$ cat config.mk
export PLATFORM = sky130hd
export DESIGN_NAME = pcie_tx_lane_striper_flat
export DESIGN_NICKNAME = d
export VERILOG_FILES = /design/src/rtl/pcie_tx_lane_striper_if.sv /design/src/rtl/pcie_tx_lane_striper.sv /design/src/flat_wrapper.sv
export SDC_FILE = /design/constraint.sdc
export NUM_CORES = 1
export LEC_CHECK = 0
export CAP_MARGIN = 5
export CORE_ASPECT_RATIO = 1.25
export CORE_MARGIN = 2
export CORE_UTILIZATION = 60
export CTS_BUF_LIST = sky130_fd_sc_hd__clkbuf_16
export CTS_CLUSTER_DIAMETER = 80
export DETAILED_ROUTE_END_ITERATION = 8
export GPL_ROUTABILITY_DRIVEN = 0
export GPL_TIMING_DRIVEN = 0
export PLACE_DENSITY = 0.86
export SLEW_MARGIN = 10
export SYNTH_ARGS = -nofsm -noshare
export SYNTH_HDL_FRONTEND = slang
export SYNTH_SLANG_ARGS = --single-unit
export TNS_END_PERCENT = 100
$ cat constraint.sdc
create_clock -name clk_i -period 6.1 [get_ports clk_i]
set_clock_uncertainty 0.2 [all_clocks]
set_input_delay 0.915 -clock clk_i [delete_from_list [all_inputs] [get_ports clk_i]]
set_output_delay 0.915 -clock clk_i [all_outputs]
set_load 0.005 [all_outputs]
$ cat src/rtl/pcie_tx_lane_striper_if.sv
// MAC-side frame handshake plus per-lane symbol outputs of the TX lane striper.
interface pcie_tx_lane_striper_if #(
  parameter int MAC_FRAME_WIDTH = 32,
  parameter int NUM_LANES       = 4
);
  localparam int BYTES = MAC_FRAME_WIDTH / 8;

  logic [MAC_FRAME_WIDTH-1:0] mac_data_frame_i;
  logic [BYTES-1:0]           mac_is_k_i;
  logic                       mac_data_valid_i;
  logic                       mac_data_ready_o;
  logic [NUM_LANES*8-1:0]     lane_data_o;
  logic [NUM_LANES-1:0]       lane_is_k_o;
  logic                       lane_valid_o;
  logic                       skp_active_o;

  modport master (
    output mac_data_frame_i, mac_is_k_i, mac_data_valid_i,
    input  mac_data_ready_o, lane_data_o, lane_is_k_o, lane_valid_o, skp_active_o
  );

  modport slave (
    input  mac_data_frame_i, mac_is_k_i, mac_data_valid_i,
    output mac_data_ready_o, lane_data_o, lane_is_k_o, lane_valid_o, skp_active_o
  );
endinterface

$ cat src/rtl/pcie_tx_lane_striper.sv
// Buffers MAC frames in a byte ring and stripes them across the active lanes,
// interleaving periodic SKP ordered sets on every active lane.
module pcie_tx_lane_striper #(
  parameter int MAC_FRAME_WIDTH = 32,
  parameter int NUM_LANES       = 4,
  parameter int SKP_INTERVAL    = 1180,
  parameter int SKP_LEN         = 4
) (
  input  logic                 clk_i,
  input  logic                 rst_ni,
  input  logic                 tx_enable_i,
  input  logic [NUM_LANES-1:0] active_lanes_i,
  pcie_tx_lane_striper_if.slave io
);
  localparam int          B     = MAC_FRAME_WIDTH / 8;
  localparam int unsigned DEPTH = 2 * ((B > NUM_LANES) ? B : NUM_LANES);
  localparam int          PTR_W = $clog2(DEPTH);
  localparam int          CNT_W = $clog2(DEPTH + 1);
  localparam int          SKC_W = (SKP_INTERVAL > 1) ? $clog2(SKP_INTERVAL) : 1;
  localparam int          SYM_W = (SKP_LEN > 1) ? $clog2(SKP_LEN) : 1;

  localparam logic [CNT_W-1:0]     B_CNT     = CNT_W'(B);
  localparam logic [CNT_W-1:0]     SPACE_LIM = CNT_W'(DEPTH - B);
  localparam logic [SKC_W-1:0]     SKC_LAST  = SKC_W'(SKP_INTERVAL - 1);
  localparam logic [SYM_W-1:0]     SYM_LAST  = SYM_W'(SKP_LEN - 1);
  localparam logic [NUM_LANES-1:0] LANE_ONE  = NUM_LANES'(1);

  typedef enum logic [1:0] {ST_IDLE, ST_RUN, ST_SKP} state_e;

  state_e                 state_q, state_d;
  logic [NUM_LANES-1:0]   mask_q, mask_d;
  logic [CNT_W-1:0]       count_q, count_d;
  logic [PTR_W-1:0]       rd_ptr_q, rd_ptr_d, wr_ptr_q, wr_ptr_d;
  logic [SKC_W-1:0]       skp_cnt_q, skp_cnt_d;
  logic [SYM_W-1:0]       skp_sym_q, skp_sym_d;
  logic [8:0]             fifo_q [DEPTH];
  logic [8:0]             fifo_d [DEPTH];
  logic [NUM_LANES*8-1:0] lane_data_q, lane_data_d;
  logic [NUM_LANES-1:0]   lane_is_k_q, lane_is_k_d;
  logic                   lane_valid_q, lane_valid_d;
  logic                   skp_active_q, skp_active_d;

  logic                 ready, accept, drain, mask_ok;
  logic [NUM_LANES-1:0] mask_inc;
  logic [CNT_W-1:0]     a_cnt;

  // Ring index arithmetic; DEPTH need not be a power of two.
  function automatic logic [PTR_W-1:0] ptr_add(input logic [PTR_W-1:0] base, input int unsigned off);
    int unsigned sum;
    sum = 32'(base) + off;
    if (sum >= DEPTH) sum = sum - DEPTH;
    return PTR_W'(sum);
  endfunction

  assign ready    = (state_q != ST_IDLE) && (count_q <= SPACE_LIM);
  assign accept   = io.mac_data_valid_i && ready;
  assign drain    = (state_q == ST_RUN) && tx_enable_i && (count_q >= a_cnt);
  assign mask_inc = active_lanes_i + LANE_ONE;
  assign mask_ok  = (|active_lanes_i) && ((active_lanes_i & mask_inc) == '0);

  always_comb begin
    a_cnt = '0;
    for (int i = 0; i < NUM_LANES; i++) a_cnt = a_cnt + CNT_W'(mask_q[i]);
  end

  always_ff @(posedge clk_i) begin
    if (!rst_ni) state_q <= ST_IDLE;
    else         state_q <= state_d;
  end

  always_comb begin
    state_d = state_q;
    unique case (state_q)
      ST_IDLE: if (tx_enable_i) state_d = ST_RUN;
      ST_RUN:  if (!tx_enable_i) state_d = ST_IDLE;
               else if (skp_cnt_q == SKC_LAST) state_d = ST_SKP;
      ST_SKP:  if (!tx_enable_i) state_d = ST_IDLE;
               else if (skp_sym_q == SYM_LAST) state_d = ST_RUN;
      default: state_d = ST_IDLE;
    endcase
  end

  always_comb begin
    mask_d    = mask_q;
    count_d   = count_q;
    rd_ptr_d  = rd_ptr_q;
    wr_ptr_d  = wr_ptr_q;
    fifo_d    = fifo_q;
    skp_cnt_d = '0;
    skp_sym_d = '0;
    if (state_q == ST_IDLE && tx_enable_i) mask_d = mask_ok ? active_lanes_i : LANE_ONE;
    // Dropping enable discards everything buffered, including a same-cycle accept.
    if (tx_enable_i) begin
      if (accept) begin
        for (int i = 0; i < B; i++)
          fifo_d[ptr_add(wr_ptr_q, unsigned'(i))] = {io.mac_is_k_i[i], io.mac_data_frame_i[8*i +: 8]};
        wr_ptr_d = ptr_add(wr_ptr_q, unsigned'(B));
      end
      if (drain) rd_ptr_d = ptr_add(rd_ptr_q, 32'(a_cnt));
      count_d = count_q + (accept ? B_CNT : '0) - (drain ? a_cnt : '0);
    end else begin
      count_d  = '0;
      rd_ptr_d = '0;
      wr_ptr_d = '0;
    end
    if (state_q == ST_RUN && state_d == ST_RUN) skp_cnt_d = skp_cnt_q + SKC_W'(1);
    if (state_q == ST_SKP) skp_cnt_d = skp_cnt_q;
    if (state_q == ST_SKP && state_d == ST_SKP) skp_sym_d = skp_sym_q + SYM_W'(1);
  end

  always_comb begin
    lane_data_d  = '0;
    lane_is_k_d  = '0;
    lane_valid_d = 1'b0;
    skp_active_d = 1'b0;
    if (tx_enable_i && state_q == ST_RUN) begin
      lane_valid_d = 1'b1;
      if (drain) begin
        for (int i = 0; i < NUM_LANES; i++) begin
          if (mask_q[i]) begin
            lane_data_d[8*i +: 8] = fifo_q[ptr_add(rd_ptr_q, unsigned'(i))][7:0];
            lane_is_k_d[i]        = fifo_q[ptr_add(rd_ptr_q, unsigned'(i))][8];
          end
        end
      end
    end else if (tx_enable_i && state_q == ST_SKP) begin
      lane_valid_d = 1'b1;
      skp_active_d = 1'b1;
      for (int i = 0; i < NUM_LANES; i++) begin
        if (mask_q[i]) begin
          lane_data_d[8*i +: 8] = (skp_sym_q == '0) ? 8'hBC : 8'h1C;
          lane_is_k_d[i]        = 1'b1;
        end
      end
    end
  end

  always_ff @(posedge clk_i) begin
    if (!rst_ni) begin
      mask_q       <= LANE_ONE;
      count_q      <= '0;
      rd_ptr_q     <= '0;
      wr_ptr_q     <= '0;
      skp_cnt_q    <= '0;
      skp_sym_q    <= '0;
      lane_data_q  <= '0;
      lane_is_k_q  <= '0;
      lane_valid_q <= 1'b0;
      skp_active_q <= 1'b0;
    end else begin
      mask_q       <= mask_d;
      count_q      <= count_d;
      rd_ptr_q     <= rd_ptr_d;
      wr_ptr_q     <= wr_ptr_d;
      skp_cnt_q    <= skp_cnt_d;
      skp_sym_q    <= skp_sym_d;
      lane_data_q  <= lane_data_d;
      lane_is_k_q  <= lane_is_k_d;
      lane_valid_q <= lane_valid_d;
      skp_active_q <= skp_active_d;
    end
  end

  // Storage is never read before being written, so it carries no reset.
  always_ff @(posedge clk_i) begin
    fifo_q <= fifo_d;
  end

  assign io.mac_data_ready_o = ready;
  assign io.lane_data_o      = lane_data_q;
  assign io.lane_is_k_o      = lane_is_k_q;
  assign io.lane_valid_o     = lane_valid_q;
  assign io.skp_active_o     = skp_active_q;
endmodule

$ cat src/flat_wrapper.sv
// flat-port wrapper written by rule: the top's interface ports become plain ports
module pcie_tx_lane_striper_flat 
#(
  parameter int MAC_FRAME_WIDTH = 32,
  parameter int NUM_LANES       = 4,
  parameter int SKP_INTERVAL    = 1180,
  parameter int SKP_LEN         = 4
)
  (clk_i, rst_ni, tx_enable_i, active_lanes_i, io_mac_data_frame_i, io_mac_is_k_i, io_mac_data_valid_i, io_mac_data_ready_o, io_lane_data_o, io_lane_is_k_o, io_lane_valid_o, io_skp_active_o);
  pcie_tx_lane_striper_if #(.MAC_FRAME_WIDTH(MAC_FRAME_WIDTH), .NUM_LANES(NUM_LANES)) io_i ();
  input  logic clk_i;
  input  logic rst_ni;
  input  logic tx_enable_i;
  input  logic [NUM_LANES-1:0] active_lanes_i;
  input wire logic [$bits(io_i.mac_data_frame_i)-1:0] io_mac_data_frame_i;
  input wire logic [$bits(io_i.mac_is_k_i)-1:0] io_mac_is_k_i;
  input wire logic [$bits(io_i.mac_data_valid_i)-1:0] io_mac_data_valid_i;
  output wire logic [$bits(io_i.mac_data_ready_o)-1:0] io_mac_data_ready_o;
  output wire logic [$bits(io_i.lane_data_o)-1:0] io_lane_data_o;
  output wire logic [$bits(io_i.lane_is_k_o)-1:0] io_lane_is_k_o;
  output wire logic [$bits(io_i.lane_valid_o)-1:0] io_lane_valid_o;
  output wire logic [$bits(io_i.skp_active_o)-1:0] io_skp_active_o;
  assign io_i.mac_data_frame_i = io_mac_data_frame_i;
  assign io_i.mac_is_k_i = io_mac_is_k_i;
  assign io_i.mac_data_valid_i = io_mac_data_valid_i;
  assign io_mac_data_ready_o = io_i.mac_data_ready_o;
  assign io_lane_data_o = io_i.lane_data_o;
  assign io_lane_is_k_o = io_i.lane_is_k_o;
  assign io_lane_valid_o = io_i.lane_valid_o;
  assign io_skp_active_o = io_i.skp_active_o;
  pcie_tx_lane_striper #(.MAC_FRAME_WIDTH(MAC_FRAME_WIDTH), .NUM_LANES(NUM_LANES), .SKP_INTERVAL(SKP_INTERVAL), .SKP_LEN(SKP_LEN)) u_core (.clk_i(clk_i), .rst_ni(rst_ni), .tx_enable_i(tx_enable_i), .active_lanes_i(active_lanes_i), .io(io_i));
endmodule
==> run summary <==
flop2flop setup slack = 2.09 ns
Yosys reg bits = 137
Setup CP Type = reg -> reg
H-tree Lvls = 4
switching power = 0.475 mW
CTS tree = done
worst path arrival time = 4.10 ns
post-route setup slack = 2.09 ns
Synth Area in Simple Gates = 0.0996
largest net degree at the start of global routing = 28
distinct cell type count after synthesis = 50
syn avg cell area = 13.1 sq um
Seq/Total Area, Yosys = 0.511
main combinational cell family by area after synthesis = multiplexers
CORE AREA = 11,100 sq um
Worst Tran Pin Value = 0.779 ns
top_reg_cell synth = edfxtp_1
total track usage = 0.306
postcts setup bufs = 0
initial core utilization = 0.612
count of hold-fix buffers inserted at cts = 0
number of global-route vias before repair = 5,250
worst r2r path cells = 17
slowest CP cell = fa_1
Final setup viols = 0
clock-pin slew on the worst setup and hold paths = 0.06 ns
Root Driver = clkbuf_16
clock share of power = 0.499
pre-CTS setup slack = 2.04 ns
Die W = 99.1 um
startpoint types = flop
worst-path cell chain = ha_1 -> inv_1 -> fa_1 -> inv_1 -> ha_1 -> inv_1 -> ha_1 -> nand2_1 -> o21a_1 -> nor2_1 -> nand2_1 -> fa_1 -> inv_1 -> fa_1 -> xor2_1 -> xnor2_1 -> nor2_1
Syn Nets = 578
Combinational Power Share = 0.053
Final Hold Viols = 0
die area = 12,200 sq um
Synth Area in XOR/XNOR = 0.00996
Max Root-Sink Buffers = 2
post-synthesis compound-gate area fraction = 0.0716
drt pass-1 iters = 8
CP required = 6.19 ns
Cell Area, Synth = 6780 sq um
Fmax = 250 MHz
Post-Syn Instances = 516
Slew Viols, Final = 0
RSZ-0062 raised after global routing = false
port bufs = 81
post-route ant nets = 0
Synth async-reset ratio = 0
cell total after placement = 734
Adder-Cell Fraction of Synth Area = 0.0376
HP Class = reg -> reg
status = complete, no violations
later-pin clock latency in the skew report = 0.42 ns
synth warn = 0
DR iter-0 viols = 527
vias per inst = 6.71
total grt overflow = 0
endpoint of the worst hold path = u_core.skp_sym_q[0]$_SDFF_PN0_
post-cts repair resize count = 0
Power Dens Cells = 260 nW/um^2
area grow syn2layout = 24.4%
Vias = 5,142
# diodes = 0
crit-path max cell delay = 0.50 ns
fin nets = 680
FF-to-FF Start = u_core.mask_q[1]$_SDFFE_PN0P_
Slew HR = 0.481
Net Sw Frac = 0.216
Worst setup EP type = flop
CP max FO = 6
Ports = 83
Post-DP HPWL = 12.6 mm
MaxCap Viol Count = 0
DRC errors left = 0
RR Endpoint = u_core.count_q[3]$_SDFF_PN0_
multiplexer share of the synthesized area = 0.242
internal power = 1.72 mW
P_leak = 2.90 nW
initial antenna violation count = 0
most frequent cells in the layout = clkdlybuf4s50_1 (81), edfxtp_1 (72), dfxtp_1 (65)
most common cell after layout, fill and taps aside = clkdlybuf4s50_1
HP Start = u_core.skp_sym_q[0]$_SDFF_PN0_
routed len/inst = 23.5 um
Final Routed Wirelength = 18.0 mm
Tcrit/Tclk final = 0.657
post-route insts no fill = 766
Die Height = 123 um
register share of total power = 0.449
Most common cell on crit path = inv_1
placement row count = 43
global-route wire length before repair = 28.2 mm
Max VDD drop = 0.199 mV
CTS Sinks = 137
share of cells above drive strength 1 = 0.170
number of buffers created by CTS = 17
Post-synth EDFFs = 72
crit path from = u_core.mask_q[1]$_SDFFE_PN0P_
final setup TNS = 0 ns
hold path cells = 1
Final min period = 4.01 ns
critical path, delay by kind of cell (launching register included):
family	cells	cell delay, ns
xor+xnor	2	0.30
simple gates	4	0.39
fa+ha+maj	6	2.13
compound gates	1	0.23
flops	1	0.37
buf+inv	4	0.25
sequential cells by signal, summed over array words and instances, names as in the netlist:
name and cells:
u_core.skp_cnt_q 11, u_core.io.lane_data_o 32, u_core.io.lane_is_k_o 4, u_core.state_q 2, u_core.io.lane_valid_o 1, u_core.fifo_q 72
u_core.rd_ptr_q 3, u_core.count_q 4, u_core.io.skp_active_o 1, u_core.skp_sym_q 2, u_core.mask_q 4, u_core.wr_ptr_q 1
cell type report:
class / instances / area, sq um
plain buffers: 28 / 126
well taps: 135 / 169
clock inverters: 15 / 200
flip-flops and latches: 137 / 3460
clock buffers: 17 / 425
multi-input cells: 332 / 3130
repair buffers: 83 / 851
inverters: 19 / 71.3
fillers: 667 / 2650
cell usage after synthesis, types with 2 or more instances:
library cell / count / area share
nand2_1: 36 / 0.020
or4_1: 4 / 0.0044
o31a_1: 2 / 0.0026
nor3b_1: 2 / 0.0022
clkbuf_1: 13 / 0.0072
nand4_1: 7 / 0.0065
o21ai_0: 20 / 0.015
o211ai_1: 3 / 0.0033
buf_4: 2 / 0.0022
edfxtp_1: 72 / 0.32
mux4_2: 51 / 0.17
and2_1: 10 / 0.0092
buf_1: 2 / 0.0011
nand3b_1: 2 / 0.0022
xnor2_1: 3 / 0.0039
a21oi_1: 20 / 0.015
nor4_1: 2 / 0.0018
o21a_1: 3 / 0.0033
a22o_1: 12 / 0.015
ha_1: 14 / 0.026
and3_1: 3 / 0.0028
nand3_1: 12 / 0.0089
a31oi_1: 5 / 0.0046
nand2b_1: 2 / 0.0018
mux2i_1: 49 / 0.072
nor3_1: 10 / 0.0074
o21ai_1: 11 / 0.0081
dfxtp_1: 65 / 0.19
inv_1: 17 / 0.0094
buf_2: 11 / 0.0081
nor2b_1: 12 / 0.011
fa_1: 4 / 0.012
nor2_1: 17 / 0.0094
inv_2: 2 / 0.0011
through the flow:
step	total power, mW	hold WS [ns]	instance area (sq um)	utilization
floorplan	1.06	0.228	6780	-
global placement	1.11	0.247	7760	0.700
detailed placement	1.12	0.262	7810	0.705
CTS	2.20	0.270	8440	0.761
global route	2.25	0.282	8440	0.761
finish	2.20	0.274	8440	0.761
power by group through the flow:
stage / combinational [mW] / clock, mW / sequential [mW]
6_report: 0.116 / 1.10 / 0.986
3_3_place_gp: 0.104 / 0 / 1.00
2_1_floorplan: 0.0593 / 0 / 1.00
4_1_cts: 0.114 / 1.10 / 0.985
3_5_place_dp: 0.111 / 0 / 1.00
5_1_grt: 0.124 / 1.14 / 0.986
how the worst max path moves through the flow:
stage               slack (ns)  depth (start not counted)                           end
finish                    2.09                         17  u_core.count_q[3]$_SDFF_PN0_
global route              1.90                         17  u_core.count_q[3]$_SDFF_PN0_
CTS                       2.12                         17  u_core.count_q[3]$_SDFF_PN0_
detailed placement        2.04                         11  u_core.count_q[3]$_SDFF_PN0_
global placement          1.22                          4   u_core.fifo_q[38]$_DFFE_PP_
floorplan                 2.52                         17  u_core.count_q[3]$_SDFF_PN0_
metal layers:
layer  wire length (um)  up-vias  GRT usage
li1                   -     2190          -
met1               6480     2525      0.357
met2               9430      354      0.537
met3               1460       73     0.0695
met4                637        0      0.138
met5                  0        -          0
kinds of logic after synthesis:
family / count (synthesis)
DFF: 137
AOI/OAI and AO/OA: 80
buffers and inverters: 47
muxes: 100
and+or+nand+nor: 128
adders and majority gates: 18
xor gates and xnor gates: 6
Note: power is estimated with default switching activity, not from simulation.
